[src/rtl/subset_gamma_pkg.sv]
// Shared types and float constants for the subset intensity (gamma) fetch block.
package subset_gamma_pkg;

   typedef enum logic [2:0] {
      S_IDLE,
      S_CONV,
      S_ADDR,
      S_WAIT,
      S_STORE,
      S_DONE
   } state_t;

   localparam logic [31:0] FLT_ZERO   = 32'h0000_0000;
   localparam logic [31:0] FLT_ONE    = 32'h3F80_0000;
   localparam int unsigned FLT_BIAS   = 127;
   localparam int unsigned FLT_MANT_W = 23;

endpackage

[src/rtl/float_to_uint.sv]
// Combinational IEEE-754 single to unsigned integer, truncating toward zero.
// ovf flags negative nonzero values and magnitudes of 2^24 and above.
module float_to_uint
   import subset_gamma_pkg::*;
(
   input  logic [31:0] f,
   output logic [31:0] u,
   output logic        ovf
);

   logic [7:0]  expo;
   logic [23:0] sig;
   logic [4:0]  sh;

   always_comb begin
      expo = f[30:23];
      sig  = {1'b1, f[22:0]};
      u    = '0;
      sh   = '0;
      ovf  = (f[31] && (f[30:0] != 31'd0)) || (expo > 8'(FLT_BIAS + FLT_MANT_W));
      // Below the bias the value is a pure fraction and truncates to 0.
      if (expo >= 8'(FLT_BIAS) && expo <= 8'(FLT_BIAS + FLT_MANT_W)) begin
         sh = 5'(8'(FLT_BIAS + FLT_MANT_W) - expo);
         u  = {8'd0, sig >> sh};
      end
   end

endmodule

[src/rtl/subset_gamma.sv]
// Fetches one pixel per subset coordinate and returns each intensity as a float.
// Four cycles per slot: CONV, ADDR, WAIT, STORE.
module subset_gamma
   import subset_gamma_pkg::*;
#(
   parameter int IMG_WIDTH  = 640,
   parameter int IMG_HEIGHT = 480,
   parameter int N_POINTS   = 9
) (
   input  logic                    clock,
   input  logic                    reset,
   input  logic [32*N_POINTS-1:0]  x,
   input  logic [32*N_POINTS-1:0]  y,
   input  logic                    sub_done,
   output logic [31:0]             img_addr,
   output logic                    img_rd_en,
   input  logic [7:0]              img_data,
   output logic [32*N_POINTS-1:0]  gamma,
   output logic                    range_err,
   output logic                    gamma_done
);

   localparam int KW = (N_POINTS > 1) ? $clog2(N_POINTS) : 1;

   state_t                      state;
   logic [N_POINTS-1:0][31:0]   x_q, y_q;
   logic [KW-1:0]               k;
   logic                        sub_prev, armed, slot_oor;
   logic [7:0]                  pix;

   logic [31:0] xi, yi, addr_nxt, pix_flt;
   logic        x_ovf, y_ovf, conv_oor, start;
   logic [2:0]  msb;
   logic [22:0] pix_man;

   float_to_uint u_fx (.f(x_q[k]), .u(xi), .ovf(x_ovf));
   float_to_uint u_fy (.f(y_q[k]), .u(yi), .ovf(y_ovf));

   // armed is cleared by reset so a level held high through reset cannot start a run.
   assign start    = sub_done & ~sub_prev & armed;
   assign conv_oor = x_ovf | y_ovf | (xi >= 32'(IMG_WIDTH)) | (yi >= 32'(IMG_HEIGHT));
   assign addr_nxt = yi * 32'(IMG_WIDTH) + xi;

   always_comb begin
      msb = '0;
      for (int i = 0; i < 8; i++)
         if (pix[i]) msb = 3'(i);
      pix_man = {15'd0, pix} << (5'd23 - {2'd0, msb});
      pix_flt = (pix == 8'd0) ? FLT_ZERO
                              : {1'b0, 8'(FLT_ONE[30:23] + {5'd0, msb}), pix_man};
   end

   always_ff @(posedge clock) begin
      if (reset) begin
         state      <= S_IDLE;
         gamma      <= '0;
         gamma_done <= 1'b0;
         range_err  <= 1'b0;
         img_rd_en  <= 1'b0;
         img_addr   <= '0;
         k          <= '0;
         sub_prev   <= 1'b0;
         armed      <= 1'b0;
         slot_oor   <= 1'b0;
         pix        <= '0;
         x_q        <= '0;
         y_q        <= '0;
      end else begin
         sub_prev  <= sub_done;
         if (!sub_done) armed <= 1'b1;
         img_rd_en <= 1'b0;
         case (state)
            S_IDLE, S_DONE: begin
               if (state == S_DONE) gamma_done <= 1'b1;
               if (start) begin
                  x_q        <= x;
                  y_q        <= y;
                  gamma_done <= 1'b0;
                  range_err  <= 1'b0;
                  k          <= '0;
                  state      <= S_CONV;
               end
            end
            S_CONV: begin
               slot_oor <= conv_oor;
               if (conv_oor) begin
                  range_err <= 1'b1;
               end else begin
                  img_addr  <= addr_nxt;
                  img_rd_en <= 1'b1;
               end
               state <= S_ADDR;
            end
            S_ADDR:  state <= S_WAIT;
            S_WAIT: begin
               pix   <= img_data;
               state <= S_STORE;
            end
            S_STORE: begin
               gamma[32*k +: 32] <= slot_oor ? FLT_ZERO : pix_flt;
               k                 <= k + KW'(1);
               state             <= (k == KW'(N_POINTS - 1)) ? S_DONE : S_CONV;
            end
            default: state <= S_IDLE;
         endcase
      end
   end

endmodule

[config.mk]
export PLATFORM = sky130hd
export DESIGN_NAME = subset_gamma
export DESIGN_NICKNAME = d
export VERILOG_FILES = /design/src/rtl/subset_gamma_pkg.sv /design/src/rtl/float_to_uint.sv /design/src/rtl/subset_gamma.sv
export SDC_FILE = /design/constraint.sdc
export NUM_CORES = 2
export LEC_CHECK = 0
export CORE_AREA = 2 2 349 351
export DETAILED_ROUTE_END_ITERATION = 10
export DIE_AREA = 0 0 351 353
export HOLD_SLACK_MARGIN = 0.03
export PLACE_DENSITY_LB_ADDON = 0.2
export SLEW_MARGIN = 5
export SYNTH_ARGS = -nofsm -noshare
export SYNTH_HDL_FRONTEND = slang
export SYNTH_SLANG_ARGS = --single-unit
[constraint.sdc]
create_clock -name clock -period 10.8 [get_ports clock]
set_input_delay 2.16 -clock clock [delete_from_list [all_inputs] [get_ports clock]]
set_output_delay 2.16 -clock clock [all_outputs]
set_load 0.005 [all_outputs]
Word-level counts from Yosys, hierarchy flattened --
Index checks and enable logic that the tools add are counted.
Operators by class: $add $sub $neg 7, $mul 1, $lt $le $gt $ge 9, equal/unequal tests 8, shifts and indexed selects 5, mux-type cells 27, bitwise gates (word level) 8, reduce and logical (&&, ||, !) cells 20
Operators with widths (number):
- 288-bit bitwise mux | 1
- 32-bit by 34-bit variable shift with 288-bit output, first input constant | 1
- 32-bit by 34-bit indexed part select with 288-bit output | 1
- 32-bit binary-select mux with 4-bit select | 2
- 32-bit 2-to-1 mux | 2
- 31-bit 2-to-1 mux | 2
- 31-bit nonzero test | 2
- 24-bit 2-to-1 mux | 2
- 24-bit by 5-bit >> shifter with 24-bit output | 2
- 9-bit negator with 34-bit output | 1
- 32-bit adder | 1
- 32-bit by 10-bit greater-or-equal comparator with 1-bit output, second input constant | 1
- 32-bit by 9-bit greater-or-equal comparator with 1-bit output, second input constant | 1
- 32-bit by 3-bit multiplier with 25-bit output, second input constant | 1
- 3-bit 2-to-1 mux | 8
- 8-bit by 5-bit << shifter with 23-bit output | 1
- 8-bit by 7-bit greater-or-equal comparator with 1-bit output, second input constant | 2
- 8-bit > comparator, second input constant | 2
- 8-bit less-or-equal comparator, second input constant | 2
- 3-bit one-hot mux with 5 select lines | 1
- 5-bit subtractor, first input constant | 2
- 7-bit by 3-bit adder with 8-bit output, first input constant | 1
- 8-bit zero test | 1
- 4-bit one-hot mux with 2 select lines | 1
- other kinds (21) | 44
Word-level totals: bits in registers 917, output and inout port bits 323

Logic depth before layout (Yosys ltp) --
depth in word-level cells 13, depth in mapped cells 39

Cells and area by module --
From an unflattened synthesis, not the netlist that was laid out.
Unflattened totals: cell total of the unflattened synthesis 4646, area total of the unflattened synthesis 37802.5 µm²
Modules (own cells, without submodules):
- subset_gamma | times used 1, cells each 4208, area an instance 34371.7 µm², seq. area each 14934.3 µm²
- float_to_uint | times used 2, cells each 219, area an instance 1715.4 µm², seq. area each 0.0 µm²

Least setup slack after synthesis --
Ideal clock, no wire load.
path kind flip-flop to flip-flop, start reg k[0], end reg img_addr[31], arrival 7882 ps, data required time 10714 ps, path slack 2832 ps, cell stages (with the launch flop) 37, clock period less this slack 7968 ps, path through dfxtp_1 > buf_6 > buf_12 > buf_8 > mux2i_1 > a21oi_1 > a32oi_4 > inv_2 > buf_1 > ha_1 > inv_1 > a211oi_1 > a31oi_2 > nand2_2 > buf_6 > clkbuf_1 > mux2i_1 > mux4_2 > nand2_1 > a31oi_1 > or2_2 > inv_1 > ha_1 > ha_1 > fa_1 > a211oi_1 > o21ai_0 > a31o_2 > xor2_1 > ha_1 > or3_1 > or3_1 > and3_1 > nor3_1 > nor4_1 > xnor2_1 > a211oi_1
On the way: cells in the longest elaborated chain, start to end 10, elaborated cells on any way between the ends 33, classes of those cells add/sub: 3; mul: 1; order compare: 8; shift: 2; mux: 6; bitwise: 4; reduce/logical: 9
Ends and longest elaborated chain:
- start: declaration | line subset_gamma.sv:27 | logic [KW-1:0] k;
- start signal: assignment | line subset_gamma.sv:101 | k <= k + KW'(1);
- branches (longest 10 deep; another with 32-bit by 3-bit multiplier with 25-bit output)
- end signal: assignment | line subset_gamma.sv:89 | img_addr <= addr_nxt;
- end: declaration | line subset_gamma.sv:15 | output logic [31:0] img_addr,
Several ways; the timed one is not identified. The select of a mux whose other input is x is not followed. A chain may end at the register's enable or synchronous reset.

Worst setup path in the final report --
start reg k[2], end reg img_addr[31]
Same word-level chain as after synthesis.

==> impl_metrics.env <==
export IMPL_status="completed"
export IMPL_design_area_um2=48700
export IMPL_die_area_um2=124000
export IMPL_crit_fanout=36
export IMPL_internal_power_mw=4.97
export IMPL_clk_latency_ns=0.69
export IMPL_port_buffers=756
export IMPL_synth_mux_area_frac=0.117
export IMPL_grt_max_degree=219
export IMPL_rsz0062_at_grt="false"
export IMPL_hold_viol_final=0
export IMPL_ys_warn_count=0
export IMPL_ys_top_cells_by_count="nand2_1, dfxtp_1, a21oi_1"
export IMPL_synth_top_cell_by_area="dfxtp_1"
export IMPL_holdPathEnd="y_q[195]"
export IMPL_vdd_drop_max_uv=106
export IMPL_p_per_area_nw_per_um2=138
export IMPL_maxCapViolations=0
export IMPL_drive_above_1_share=0.0616
export IMPL_period_minus_slack_ns=8.78
export IMPL_routedWlPerCell_um=21.9
export IMPL_drv_slew=0
export IMPL_yosysMostFrequentCell="nand2_1"
export IMPL_overflow=0
export IMPL_ys_flop_type="dfxtp_1"
export IMPL_area_growth_pct=28.5
export IMPL_reg2reg_slack_ns=2.02
export IMPL_die_x_um=351
export IMPL_fmax_mhz=114
export IMPL_viasPerCell=5.09
export IMPL_grt_usage=0.237
export IMPL_root_buffer="clkbuf_16"
export IMPL_power_frac_seq=0.432
export IMPL_synth_top_family_by_area="simple AND/OR/NAND/NOR gates"
export IMPL_finalWeightedCongestion=0.887
export IMPL_swShare=0.260
export IMPL_reg2regPathDepth=30
export IMPL_grt_first_pass_wirelength_mm=222
export IMPL_cp_slowest_cell="dfxtp_4"
export IMPL_path_class="reg2reg"
export IMPL_ys_ff_latch=746
export IMPL_grt_use_met2=0.378
export IMPL_grt_use_met3=0.0485
export IMPL_drc=0
export IMPL_cpPeakStageDelay_ns=0.73
export IMPL_stdcell_count=6981
export IMPL_drtAntennaViolNets=0
export IMPL_r2r_end="img_addr[31]"
export IMPL_cp_required_ns=11.36
export IMPL_clkSlewWorstSetupHoldPaths_ns=0.06
export IMPL_p_clk_frac=0.452
export IMPL_period_share=0.813
export IMPL_synth_area_um2=37900
export IMPL_synthDistinctLibCells=95
export IMPL_ioPinCount=910
export IMPL_synth_edf_count=0
export IMPL_postCtsSetupBuffers=0
export IMPL_dp_cells=6809
export IMPL_synth_simple_gate_area_share=0.205
export IMPL_crit_top_cell="ha_1"
export IMPL_ys_seq_area_frac=0.394
export IMPL_cts_buffers=87
export IMPL_cts_sinks=746
export IMPL_slew_headroom=0.162
export IMPL_synthCells=4745
export IMPL_finalPower_mw=6.72
export IMPL_p_leak_nw=17.2
export IMPL_die_h_um=353
export IMPL_drt_iter0_drc=2733
export IMPL_dp_hpwl_mm=113
export IMPL_setup_viol=0
export IMPL_end_kind="flip-flop"
export IMPL_power_frac_comb=0.116
export IMPL_setup_tns_final_ns=0
export IMPL_start_util=0.314
export IMPL_htree_levels=3
export IMPL_via_count=35600
export IMPL_start_kind="flip-flop"
export IMPL_use_met1=0.322
export IMPL_synth_area_leaders="dfxtp_1, nand2_1, a21oi_1"
export IMPL_coreArea_um2=121000
export IMPL_synthAdderAreaFrac=0.0242
export IMPL_busiest_layer="met2"
export IMPL_grt_pass1_vias=33600
export IMPL_worst_pin_slew_ns=1.22
export IMPL_avgSynthCellArea_um2=7.99
export IMPL_antenna_found_initial=41
export IMPL_post_cts_resized=0
export IMPL_first_pass_iters=5
export IMPL_hold_class="reg2reg"
export IMPL_cts_tree="done"
export IMPL_worstHoldStart="y_q[195]"
export IMPL_synth_compound_area_frac=0.171
export IMPL_cts_hold_buffers=0
export IMPL_holdPathStages=2
export IMPL_p_sw_mw=1.75
export IMPL_finClkSkew_ns=0.0428
export IMPL_synthArstFlopShare=0
export IMPL_worstReg2RegStart="k[2]"
export IMPL_clockBufferDepth=3
export IMPL_final_net_count=5932
export IMPL_place_area_um2=45700
export IMPL_critical_path_arrival_ns=9.34
export IMPL_routed_wirelength_mm=153
export IMPL_synth_xor_area_frac=0.0113
export IMPL_rows=128
export IMPL_synth_top_cell_area_share=0.394
[placed cells by master, fill, tap and decap left out, types with 70 or more instances in the layout]
cell,instances
mux4_2,71
nor3_1,75
a21oi_1,703
dfxtp_1,742
nor2_1,276
ha_1,70
nand2_1,1324
clkdlybuf4s50_1,755
conb_1,153
clkbuf_16,90
mux2i_1,256
[critical path: cells and delay by family (launching register included)]
kind | cells | cell delay, ns
AO/OA/AOI/OAI | 10 | 2.79
XOR/XNOR | 2 | 0.29
adder cells (fa/ha/maj) | 4 | 1.13
buffers and inverters | 4 | 0.75
flip-flops | 1 | 0.73
multiplexers | 2 | 0.66
AND/OR/NAND/NOR | 8 | 2.23
[cell type report]
cell class	instances	area [um2]
clock buffers	121	2520
multi-input cells	3600	20600
clock inverters	33	389
diodes	18	45.0
fillers	12500	71900
well taps	1625	2030
repair buffers	806	8010
inverters	32	120
flip-flops and latches	746	14900
[routing by layer]
metal,part of all wire,vias to the layer above
li1,-,17100
met2,0.46,1182
met4,0.023,40
met1,0.44,17100
met3,0.070,182
met5,0.0018,-
[worst max path at each step]
stage | startpoint | endpoint | slack (ns) | depth (start not counted)
2_1_floorplan | k[0] | img_addr[31] | 2.83 | 36
3_3_place_gp | k[0] | img_addr[29] | 2.08 | 32
3_5_place_dp | k[0] | img_addr[29] | 2.06 | 32
4_1_cts | k[0] | img_addr[31] | 2.02 | 31
5_1_grt | k[0] | img_addr[31] | 1.36 | 28
6_report | k[2] | img_addr[31] | 2.02 | 30
[kinds of logic (layout without fill, tap and decap cells)]
group	count (synthesis)	after routing
other	1	171
buffers and inverters	551	992
and+or+nand+nor	1891	1891
adders and majority gates	72	72
DFF	746	746
xor gates and xnor gates	49	49
AOI/OAI and AO/OA	1085	1085
muxes	350	350
[registers in the layout, summed over array words and instances, names as in the netlist]
signal      cells
armed           1
k               4
pix             8
gamma_done      1
img_rd_en       1
x_q           288
state           3
gamma         117
sub_prev        1
y_q           288
img_addr       32
range_err       1
slot_oor        1
[per-stage QoR]
| step | utilization | worst slack, ns | hold slack (ns) |
|---|---|---|---|
| after floorplan | - | 2.83 | 0.426 |
| after global placement | 0.379 | 2.08 | 0.437 |
| after detailed placement | 0.379 | 2.06 | 0.443 |
| after CTS | 0.403 | 2.02 | 0.451 |
| after global routing | 0.404 | 1.36 | 0.465 |
| final | 0.404 | 2.02 | 0.450 |
[power by group through the flow]
| stage | logic [mW] | registers [mW] | clock network (mW) |
|---|---|---|---|
| 2_1_floorplan | 0.436 | 2.94 | 0 |
| 5_1_grt | 0.845 | 2.91 | 3.21 |
| 4_1_cts | 0.780 | 2.90 | 3.10 |
| 3_5_place_dp | 0.778 | 2.96 | 0 |
| 6_report | 0.781 | 2.90 | 3.04 |
| 3_3_place_gp | 0.779 | 2.96 | 0 |
No activity file was read; power rests on OpenSTA's default activity.
